## src/rtl/ad7606_sample_streamer.sv

```systemverilog
// Buffers AD7606 128-bit conversion results in a small FIFO and re-emits them
// as a 32-bit valid/ready stream, one tagged channel word per beat, with frame marking.
module ad7606_sample_streamer #(
    parameter int FIFO_AW   = 2,
    parameter int FRAME_LEN = 2048
) (
    input  logic         clkin,
    input  logic         rst_n,
    input  logic         enable,
    input  logic         rd_en,
    input  logic [127:0] din,
    output logic [31:0]  m_tdata,
    output logic         m_tvalid,
    input  logic         m_tready,
    output logic         m_tlast,
    output logic         overflow,
    input  logic         clear_ovf,
    output logic [15:0]  frame_cnt
);

    localparam int               DEPTH    = 1 << FIFO_AW;
    localparam logic [15:0]      LAST_IDX = 16'(FRAME_LEN - 1);
    localparam logic [FIFO_AW:0] FULL_CNT = (FIFO_AW + 1)'(DEPTH);

    typedef enum logic {
        IDLE,
        STREAM
    } state_t;

    logic                 rd_en_q;
    logic [128:0]         mem_q [DEPTH];
    logic [FIFO_AW-1:0]   wr_ptr_q;
    logic [FIFO_AW-1:0]   rd_ptr_q;
    logic [FIFO_AW:0]     count_q;
    logic [FIFO_AW:0]     count_d;
    logic [15:0]          idx_q;
    logic [15:0]          idx_d;
    logic [15:0]          frame_q;
    logic [15:0]          frame_d;
    logic                 ovf_q;
    logic                 ovf_d;
    state_t               state_q;
    state_t               state_d;
    logic [127:0]         shreg_q;
    logic [127:0]         shreg_d;
    logic                 last_q;
    logic                 last_d;
    logic [2:0]           ch_q;
    logic [2:0]           ch_d;

    logic                 cap;
    logic                 fifo_full;
    logic                 fifo_empty;
    logic                 push;
    logic                 drop;
    logic                 pop;
    logic                 last_flag;
    logic [128:0]         head;

    // Full is judged on the registered occupancy, so a pop on the same edge cannot rescue a write.
    assign cap        = rd_en & ~rd_en_q & enable;
    assign fifo_full  = (count_q == FULL_CNT);
    assign fifo_empty = (count_q == '0);
    assign push       = cap & ~fifo_full;
    assign drop       = cap & fifo_full;
    assign last_flag  = (idx_q == LAST_IDX);
    assign head       = mem_q[rd_ptr_q];

    assign m_tvalid  = (state_q == STREAM);
    assign m_tlast   = (state_q == STREAM) & last_q & (ch_q == 3'd7);
    assign m_tdata   = {13'd0, ch_q, shreg_q[127:112]};
    assign overflow  = ovf_q;
    assign frame_cnt = frame_q;

    always_comb begin
        idx_d   = idx_q;
        frame_d = frame_q;
        ovf_d   = ovf_q;
        count_d = count_q;
        if (clear_ovf) begin
            ovf_d = 1'b0;
        end
        if (drop) begin
            ovf_d = 1'b1;
        end
        if (!enable) begin
            idx_d = 16'd0;
        end else if (push) begin
            idx_d = last_flag ? 16'd0 : idx_q + 16'd1;
            if (last_flag) begin
                frame_d = frame_q + 16'd1;
            end
        end
        if (push && !pop) begin
            count_d = count_q + (FIFO_AW + 1)'(1);
        end else if (!push && pop) begin
            count_d = count_q - (FIFO_AW + 1)'(1);
        end
    end

    // The last word of an entry may pull the next entry straight in, avoiding a bubble.
    always_comb begin
        state_d = state_q;
        shreg_d = shreg_q;
        last_d  = last_q;
        ch_d    = ch_q;
        pop     = 1'b0;
        if (state_q == IDLE) begin
            if (!fifo_empty) begin
                pop     = 1'b1;
                shreg_d = head[127:0];
                last_d  = head[128];
                ch_d    = 3'd0;
                state_d = STREAM;
            end
        end else if (m_tready) begin
            if (ch_q != 3'd7) begin
                shreg_d = {shreg_q[111:0], 16'h0000};
                ch_d    = ch_q + 3'd1;
            end else if (!fifo_empty) begin
                pop     = 1'b1;
                shreg_d = head[127:0];
                last_d  = head[128];
                ch_d    = 3'd0;
            end else begin
                state_d = IDLE;
            end
        end
    end

    always_ff @(posedge clkin or negedge rst_n) begin
        if (!rst_n) begin
            rd_en_q  <= 1'b0;
            wr_ptr_q <= '0;
            rd_ptr_q <= '0;
            count_q  <= '0;
            idx_q    <= 16'd0;
            frame_q  <= 16'd0;
            ovf_q    <= 1'b0;
            state_q  <= IDLE;
            shreg_q  <= '0;
            last_q   <= 1'b0;
            ch_q     <= 3'd0;
        end else begin
            rd_en_q  <= rd_en;
            count_q  <= count_d;
            idx_q    <= idx_d;
            frame_q  <= frame_d;
            ovf_q    <= ovf_d;
            state_q  <= state_d;
            shreg_q  <= shreg_d;
            last_q   <= last_d;
            ch_q     <= ch_d;
            if (push) begin
                wr_ptr_q <= wr_ptr_q + FIFO_AW'(1);
            end
            if (pop) begin
                rd_ptr_q <= rd_ptr_q + FIFO_AW'(1);
            end
        end
    end

    always_ff @(posedge clkin) begin
        if (push) begin
            mem_q[wr_ptr_q] <= {last_flag, din};
        end
    end

endmodule

```

## config.mk

```make
export PLATFORM = sky130hd
export DESIGN_NAME = ad7606_sample_streamer
export DESIGN_NICKNAME = d
export VERILOG_FILES = /design/src/rtl/ad7606_sample_streamer.sv
export SDC_FILE = /design/constraint.sdc
export NUM_CORES = 1
export LEC_CHECK = 0
export ABC_AREA = 1
export BUFFER_PORTS_ARGS = -buffer_cell sky130_fd_sc_hd__buf_4
export CAP_MARGIN = 20
export CELL_PAD_IN_SITES_DETAIL_PLACEMENT = 1
export CELL_PAD_IN_SITES_GLOBAL_PLACEMENT = 2
export CORE_MARGIN = 2
export CORE_UTILIZATION = 40
export CTS_CLUSTER_SIZE = 30
export DETAILED_ROUTE_END_ITERATION = 12
export HOLD_SLACK_MARGIN = 0.03
export PLACE_DENSITY = 0.85
export SYNTH_ARGS = -nofsm -noshare
export SYNTH_HDL_FRONTEND = slang
export SYNTH_SLANG_ARGS = --single-unit
```

## constraint.sdc

```tcl
create_clock -name clkin -period 8 [get_ports clkin]
set_clock_uncertainty 0.15 [all_clocks]
set_input_delay 1.6 -clock clkin [delete_from_list [all_inputs] [get_ports clkin]]
set_output_delay 1.6 -clock clkin [all_outputs]
set_load 0.05 [all_outputs]
```

### Word level (Yosys, flattened, before mapping)

Memories as Yosys holds them, arrays and structs flattened.
Cells that the tools add are included.

* bits in writable memories: 516
* output and inout bits: 51
* memories kept: 1
* input port bits: 134
* register bits after elaboration: 174
* logic and storage cells: 71

Memory list
* mem_q: depth 4, bits a word 129, rd ports 1, clocked after Yosys merged registers in 0, write ports 1, line 31 `logic [128:0] mem_q [DEPTH];`

* mux-type cells: 28
* equality and inequality tests: 7
* add/subtract/negate cells: 7
* reductions and logical operators: 9
* bitwise operators: 8

Operators with widths (number)
* $mux 128: 4
* $mux 16: 3
* $add 16x1->16 const B: 2
* $mux 3: 6
* $eq 16x11->1 const B: 1
* $mux 1: 15
* $add 3x1->3 const B: 2
* $and 1x1->1: 6
* $eq 3x3->1 const B: 2
* $add 2x1->2 const B: 2
* $ne 2x2->1 const B: 2
* $reduce_bool 2->1: 2
* $logic_not 3->1: 1
* $ne 3x3->1 const B: 1
* $reduce_and 3->1: 1
* $sub 3x1->3 const B: 1
* $logic_and 1x1->1: 2
* $logic_not 1->1: 2
* $ne 2x1->1 const B: 1
* $not 1->1: 2
* $reduce_and 2->1: 1

### Depth between registers and ports, before layout

Gate-level depths: netlist of run 1.

* word-level depth: 8
* gate-level depth with buffers: 11
* mapped depth without buffers: 11

### Least setup slack after synthesis of run 1

Ideal clock, no wire load.

* path kind: input to register
* start: in rd_en
* end: mem mem_q[0][0] (enable)
* stages: 4
* data required time: 7.231 ns
* slack: -0.026 ns
* buffers on the path: 0
* arrival: 7.257 ns
* setup time: 0.619 ns
* path through: nand2_1 > nor2_1 > nand2_2 > nor2_1

* cells in the longest elaborated chain, start to end: 5

RTL lines
* from (decl): line 10 `input logic rd_en,`
* $and 1x1->1 (2 in a row): line 61 `assign cap = rd_en & ~rd_en_q & enable;`
* $and 1x1->1: line 64 `assign push = cap & ~fifo_full;`
* $mux 1: line 164 `if (push) begin`
* $mux 1 (not written as such): line 165 `mem_q[wr_ptr_q] <= {last_flag, din};`
* to (decl): line 31

No other way between the ends.

### Worst setup path after layout of run 1

* start: in m_tready
* end: reg shreg_q[114]

* cells in the longest elaborated chain, start to end: 1

RTL lines
* from (decl): line 14 `input logic m_tready,`
* $ne 2x2->1 (no source line)
* to (signal assigned): line 151 `shreg_q <= shreg_d;`
* to (decl): line 44 `logic [127:0] shreg_q;`

No other way between the ends.
A chain may end at the register's enable or synchronous reset.

==> out/qor.yml, run 1 <==
route:
  routedWlPerCell_um: 20.2
  antenna_left: 0
  drt-total-wl_um: 77500
  route.detailed.drc: 0
  dr.pass1.iters: 5
  via_count: 19800
  drtIter0Drc: 1216
  vias_per_cell: 5.18
worst_setup_path:
  cp_max_fo: 68
  cp_data_arrival_time_ns: 4.10
  end_kind: "flip-flop"
  start_kind: "input pin"
  required_ns: 8.33
  crit_type: "input pin to flip-flop"
sta:
  slew_headroom_pct: 30.1
  setup-violations-final: 0
  fin_tns_setup_ns: 0
  whs_ns: 0.328
  timing.fmax_mhz: 266
  slew_violations: 0
  fin_crit_sh_pct: 47.1
  fin_crit_ns: 3.77
  worst_slew_pin_slew_ns: 1.05
  finalHoldViolations: 0
  rsz0062_at_grt: "false"
  setup_slack_ns: 4.23
floorplanning:
  dieArea_sq_um: 74200
  die_h_um: 272
  initial_utilization_pct: 40.4
  rows: 98
  boundaryPins: 185
  die_x_um: 272
  core_sq_um: 71400
synth:
  yosysSeqAreaShare_pct: 68.9
  syn_area_sq_um: 28800
  synth-seq-cells: 690
  synthCells: 2697
  yosysUniqueCellTypes: 36
  yosys_warnings: 0
  synth_area_per_cell_sq_um: 10.7
cts:
  numCtsBuffers: 78
  numClockSinks: 690
  post-cts-setup-buffer-count: 0
  clk_pin_slew_ns: 0.06
  cts_max_level: 3
  worstSkewPairLatency_ns: 0.63
  clockRootBuffer: "clkbuf_16"
  cts_tree: "built"
  cts_hold_buffers: 0
  cts_resized: 0
  clockBufferDepth: 3
power:
  power.density_nw_per_um2: 337
  p_sw_w: 0.00390
  internal-power_w: 0.00733
  ir_drop_mv: 0.273
  pwr-share-seq_pct: 40.8
  p_sw_share_pct: 34.7
  pwr-share-comb_pct: 26.9
  p_clk_share_pct: 32.3
  p_leak_nw: 13.5
layout:
  final_nets: 2958
  syn2layout_area_growth_pct: 15.5
  final_layout_size_suffix_gt1_share_pct: 12.3
  fin_area_sq_um: 33300
placement:
  gp_congestion: 0.784
  hpwl_um: 46700
  dpl_worst_slack_ns: 3.60
  placed_area_sq_um: 30600
  portBuffers: 171
run_status:
  status: "completed"
job:
  max_cap_viol_count: 0
global_route:
  grt_pass1_wl_um: 121000
  grt.overflow.total: 0
  grt_pass1_vias: 21300
  antenna_found_initial: 4
  grtUsageTotal_pct: 21.0
  grt_start_max_net_pins: 176
worst_hold_path:
  hold_class: "flip-flop to flip-flop"
-- Yosys cell counts --
master	number	area [sq um]
fa_1	1	20.0
nand3_4	1	17.5
nand2_2	3	18.8
o21ai_1	45	225
clkinv_2	1	5.00
o21bai_1	1	7.51
mux2i_1	2	20.0
buf_6	6	67.6
inv_1	154	578
inv_2	27	101
nand2_1	775	2910
o211ai_1	45	338
nor2_8	1	20.0
o32ai_1	1	8.76
buf_1	4	15.0
nand3_1	87	435
o21ai_0	252	1260
buf_4	44	330
nor3_1	2	10.0
nand4_1	11	68.8
nor2_1	322	1210
xor2_1	11	96.3
dfrtp_1	174	4350
clkbuf_2	5	25.0
nor2_2	2	12.5
ha_1	9	113
o22ai_1	70	438
mux2_2	1	11.3
edfxtp_1	516	15500
conb_1	1	3.75
a21oi_1	1	5.00
nor2_4	1	11.3
buf_2	70	350
clkbuf_1	42	158
nand3_2	2	20.0
xnor2_1	7	61.3
-- power groups by stage --
stage               combinational (W)  clock [W]  sequential (W)
finish                        0.00302    0.00363         0.00458
global route                  0.00339    0.00382         0.00462
CTS                           0.00309    0.00371         0.00457
detailed placement            0.00306          0         0.00464
global placement              0.00292          0         0.00462
floorplan                     0.00216          0         0.00455
-- metrics by stage --
stage	std cells	power [W]	utilization [%]
2_1_floorplan	2709	0.00671	-
4_1_cts	3826	0.0114	46.6
3_5_place_dp	3682	0.00770	42.9
3_3_place_gp	3682	0.00754	42.9
5_1_grt	3830	0.0118	46.7
6_report	3830	0.0112	46.7
-- cell usage in the layout (no fill, tap or decap), drive strengths merged, types with 2 or more instances in the layout --
cell type / Yosys / final
buf: 124 / 195
nor3: 2 / 2
nand4: 11 / 11
o21ai: 297 / 297
mux2i: 2 / 2
clkinv: 1 / 23
diode: 0 / 2
o22ai: 70 / 70
xnor2: 7 / 7
edfxtp: 516 / 516
ha: 9 / 9
inv: 181 / 181
o211ai: 45 / 45
nand2: 778 / 778
bufinv: 0 / 8
nor2: 326 / 326
clkinvlp: 0 / 5
dfrtp: 174 / 174
conb: 1 / 13
nand3: 90 / 90
clkbuf: 47 / 110
xor2: 11 / 11
-- cell type report --
class | instances | area, sq um
Clock inverter | 35 | 404
Inverter | 182 | 696
Fill cell | 7742 | 38100
Tap cell | 950 | 1190
Timing Repair Buffer | 196 | 1520
Sequential cell | 690 | 19900
Multi-Input combinational cell | 1666 | 7430
Clock buffer | 109 | 2200
Antenna cell | 2 | 5.00
-- path summary, 6_finish.rpt --
path | start | to | slack (ns) | depth (start not counted)
min | shreg_q[15]$_DFFE_PN0P_ | shreg_q[15]$_DFFE_PN0P_ | 0.33 | 2
max in group asynchronous | rst_n | rd_ptr_q[0]$_DFFE_PN0P_ | 5.67 | 2
min reg2reg | shreg_q[15]$_DFFE_PN0P_ | shreg_q[15]$_DFFE_PN0P_ | 0.33 | 2
min in group asynchronous | rst_n | frame_cnt[15]$_DFFE_PN0P_ | 0.75 | 1
max | m_tready | shreg_q[114]$_DFFE_PN0P_ | 4.23 | 8
max reg2reg | rd_ptr_q[0]$_DFFE_PN0P_ | shreg_q[112]$_DFFE_PN0P_ | 4.53 | 6
-- layer usage --
metal / wire length, um / up-vias / global-route usage, % / part of all wire, %
met3: 2460 / 118 / 2.87 / 3.2
met1: 32500 / 10100 / 25.9 / 42
met4: 1790 / 4 / 6.22 / 2.3
met2: 40800 / 327 / 38.2 / 53
met5: 21 / - / 0 / 0.027
li1: - / 9254 / - / -
-- registers in the layout, summed over array words and instances, names as in the netlist --
signal,cells
m_tvalid,1
mem_q,516
wr_ptr_q,2
overflow,1
count_q,3
last_q,1
shreg_q,128
frame_cnt,16
idx_q,16
rd_en_q,1
rd_ptr_q,2
ch_q,3
-- cell families (layout without fill, tap and decap cells) --
family | after synthesis | count (layout) | synth area share, %
buffers and inverters | 353 | 522 | 5.66
muxes | 3 | 3 | 0.109
other | 1 | 15 | 0.0130
DFF | 690 | 690 | 68.9
and+or+nand+nor | 1207 | 1207 | 16.4
xor gates and xnor gates | 18 | 18 | 0.547
adders and majority gates | 10 | 10 | 0.460
AOI/OAI and AO/OA | 415 | 415 | 7.92
-- worst max-delay path, cell delays in order --
cell	delay, ns
buf_4	0.14
nor2_8	0.55
inv_2	0.51
nand3_2	0.22
clkinv_2	0.28
buf_4	0.45
nand2_1	0.18
nand3_1	0.10
No activity file was read; power rests on OpenSTA's default activity.
==> inputs of run 2 (changes only) <==
Clock period 8 ns to 3.65 ns, I/O delays scaled along.
==> out/qor.yml, run 2 (synthesis results as in run 1) <==
run_status:
  status: "completed"  # unchanged
cts:
  numClockSinks: 690  # unchanged
  clockRootBuffer: "clkbuf_16"  # unchanged
  cts_tree: "built"  # unchanged
  clk_pin_slew_ns: 0.06  # about the same
  cts_max_level: 3  # unchanged
  clockBufferDepth: 3  # unchanged
  worstSkewPairLatency_ns: 0.62  # was 0.63 ns
  post-cts-setup-buffer-count: 0  # unchanged
  numCtsBuffers: 77  # was 78
worst_setup_path:
  cp_data_arrival_time_ns: 1.93  # was 4.10 ns
  reg2reg_from: "ch_q[0]$_DFFE_PN0P_"  # was rd_ptr_q[0]$_DFFE_PN0P_
  cp_max_fo: 3  # was 68
  required_ns: 2.77  # was 8.33 ns
  end_kind: "primary output"  # was flip-flop
  cp-startpoint: "ch_q[0]$_DFFE_PN0P_"  # was m_tready
  start_kind: "flip-flop"  # was input pin
  crit_type: "flip-flop to primary output"  # was input pin to flip-flop
route:
  antenna_left: 0  # unchanged
  route.detailed.drc: 0  # unchanged
  vias_per_cell: 5.14  # was 5.18
  drtIter0Drc: 1116  # was 1216
  drt-total-wl_um: 77100  # was 77500 um
  dr.pass1.iters: 5  # unchanged
  routedWlPerCell_um: 20.1  # was 20.2 um
  via_count: 19700  # was 19800
worst_hold_path:
  min_from: "rd_en"  # was shreg_q[15]$_DFFE_PN0P_
  hold_class: "input pin to flip-flop"  # was flip-flop to flip-flop
layout:
  multi_input_area_sq_um: 7420  # was 7430 sq um
  final_layout_size_suffix_gt1_share_pct: 12.6  # was 12.3%
  top_regs: "mem_q (516), shreg_q (128)"  # unchanged
  final_nets: 2969  # was 2958
  seqCellArea_sq_um: 19900  # unchanged
  num-fill-cells: 7766  # was 7742
  largest_register_ffs: 516  # unchanged
  final_cell_mix: "774 x nand2_1, 516 x edfxtp_1, 318 x nor2_1"  # was 773 x nand2_1, 516 x edfxtp_1, 318 x nor2_1
  layout_commonest_cell: "nand2_1"  # unchanged
  regMostFlops: "mem_q"  # unchanged
  syn2layout_area_growth_pct: 16.2  # was 15.5%
sta:
  fin_crit_sh_pct: 77.0
  setup-violations-final: 0  # unchanged
  finalHoldViolations: 0  # unchanged
  fin_tns_setup_ns: 0  # unchanged
  setup_slack_ns: 0.840  # was 4.23 ns
  slew_violations: 0  # unchanged
  slew_headroom_pct: 40.0  # was 30.1%
  worst_slew_pin_slew_ns: 0.900  # was 1.05 ns
  rsz0062_at_grt: "false"  # unchanged
  timing.fmax_mhz: 356
  fin_crit_ns: 2.81
power:
  power.density_nw_per_um2: 734  # was 337 nW/um^2
  ir_drop_mv: 0.753  # was 0.273 mV
  p_leak_nw: 13.6  # was 13.5 nW
global_route:
  grt_start_max_net_pins: 180  # was 176
  grt_pass1_vias: 21400  # was 21300
  grtUsageTotal_pct: 20.9  # was 21.0%
  grt.overflow.total: 0  # unchanged
  grt_pass1_wl_um: 120000  # was 121000 um
  antenna_found_initial: 5  # was 4
floorplanning:
  core_sq_um: 71400  # unchanged
  die_h_um: 272  # unchanged
  die_x_um: 272  # unchanged
  initial_utilization_pct: 40.4  # unchanged
  boundaryPins: 185  # unchanged
  rows: 98  # unchanged
  dieArea_sq_um: 74200  # unchanged
placement:
  gp_congestion: 0.804  # was 0.784
  portBuffers: 171  # unchanged
  hpwl_um: 47300  # was 46700 um
  dpl_worst_slack_ns: 0.902  # was 3.60 ns
job:
  max_cap_viol_count: 0  # unchanged
-- run 2: cell count changes in the layout (fill, tap and decap cells not counted), sizes merged --
cell / delta
clkinv: +3
bufinv: +2
dlygate4sd3: +1
clkinvlp: -3
diode: +1
buf: +11
clkbuf: -8
inv: +5
-- run 2: final timing paths --
path	end	slack, ns	cells past startpoint
min	rd_en_q$_DFF_PN0_	0.08	1
min in group asynchronous	shreg_q[93]$_DFFE_PN0P_	0.58	2
min reg2reg	shreg_q[14]$_DFFE_PN0P_	0.34	2
max	m_tlast	0.84	5
max reg2reg	shreg_q[111]$_DFFE_PN0P_	1.00	10
max in group asynchronous	shreg_q[66]$_DFFE_PN0P_	1.89	3
-- run 2: timing repair --
action,in CTS,in global routing
hold buffers,1,0
resized for setup,0,0
endpoints found under the hold margin,3,0
-- run 2: cell type report --
type                            instances  share of cell area, %
Clock inverter                         42                   1.42
Multi-Input combinational cell       1666                   22.2
Sequential cell                       690                   59.3
Antenna cell                            3                 0.0224
Timing Repair Buffer                  208                   5.21
Clock buffer                          101                   6.30
Inverter                              182                   2.07
Tap cell                              950                   3.55
-- run 2: power breakdown --
part | switching (W) | internal [W]
Clock | 0.00313 | 0.00479
Combinational | 0.00473 | 0.00197
Sequential | 0.000576 | 0.00939
Total | 0.00844 | 0.0162
-- run 2: critical path, cell delays in order, from the launching register on --
cell and delay [ns]:
dfrtp_1 0.38, ha_1 0.17, ha_1 0.21, nand2_1 0.08, nor2_1 0.22, buf_4 0.25
-- run 2: stage by stage --
stage                     util (%)  total power, W  std cells  cell area, sq um  hold slack, ns
final                         46.9          0.0246       3842             33500          0.0774
after global routing          46.9          0.0260       3842             33500          0.0580
after CTS                     46.9          0.0249       3839             33500          0.0374
after detailed placement      43.3          0.0169       3695             30900           0.315
after global placement        43.3          0.0166       3695             30900           0.316
after floorplan                  -          0.0147       2709             28900           0.284
-- run 2: layer usage --
| layer | routed length [um] | up-vias | track usage (%) |
|---|---|---|---|
| met4 | 2230 | 4 | 7.35 |
| met1 | 31700 | 9953 | 25.3 |
| met3 | 3000 | 130 | 3.24 |
| met2 | 40100 | 374 | 37.7 |
| li1 | - | 9277 | - |
| met5 | 23 | - | 0 |
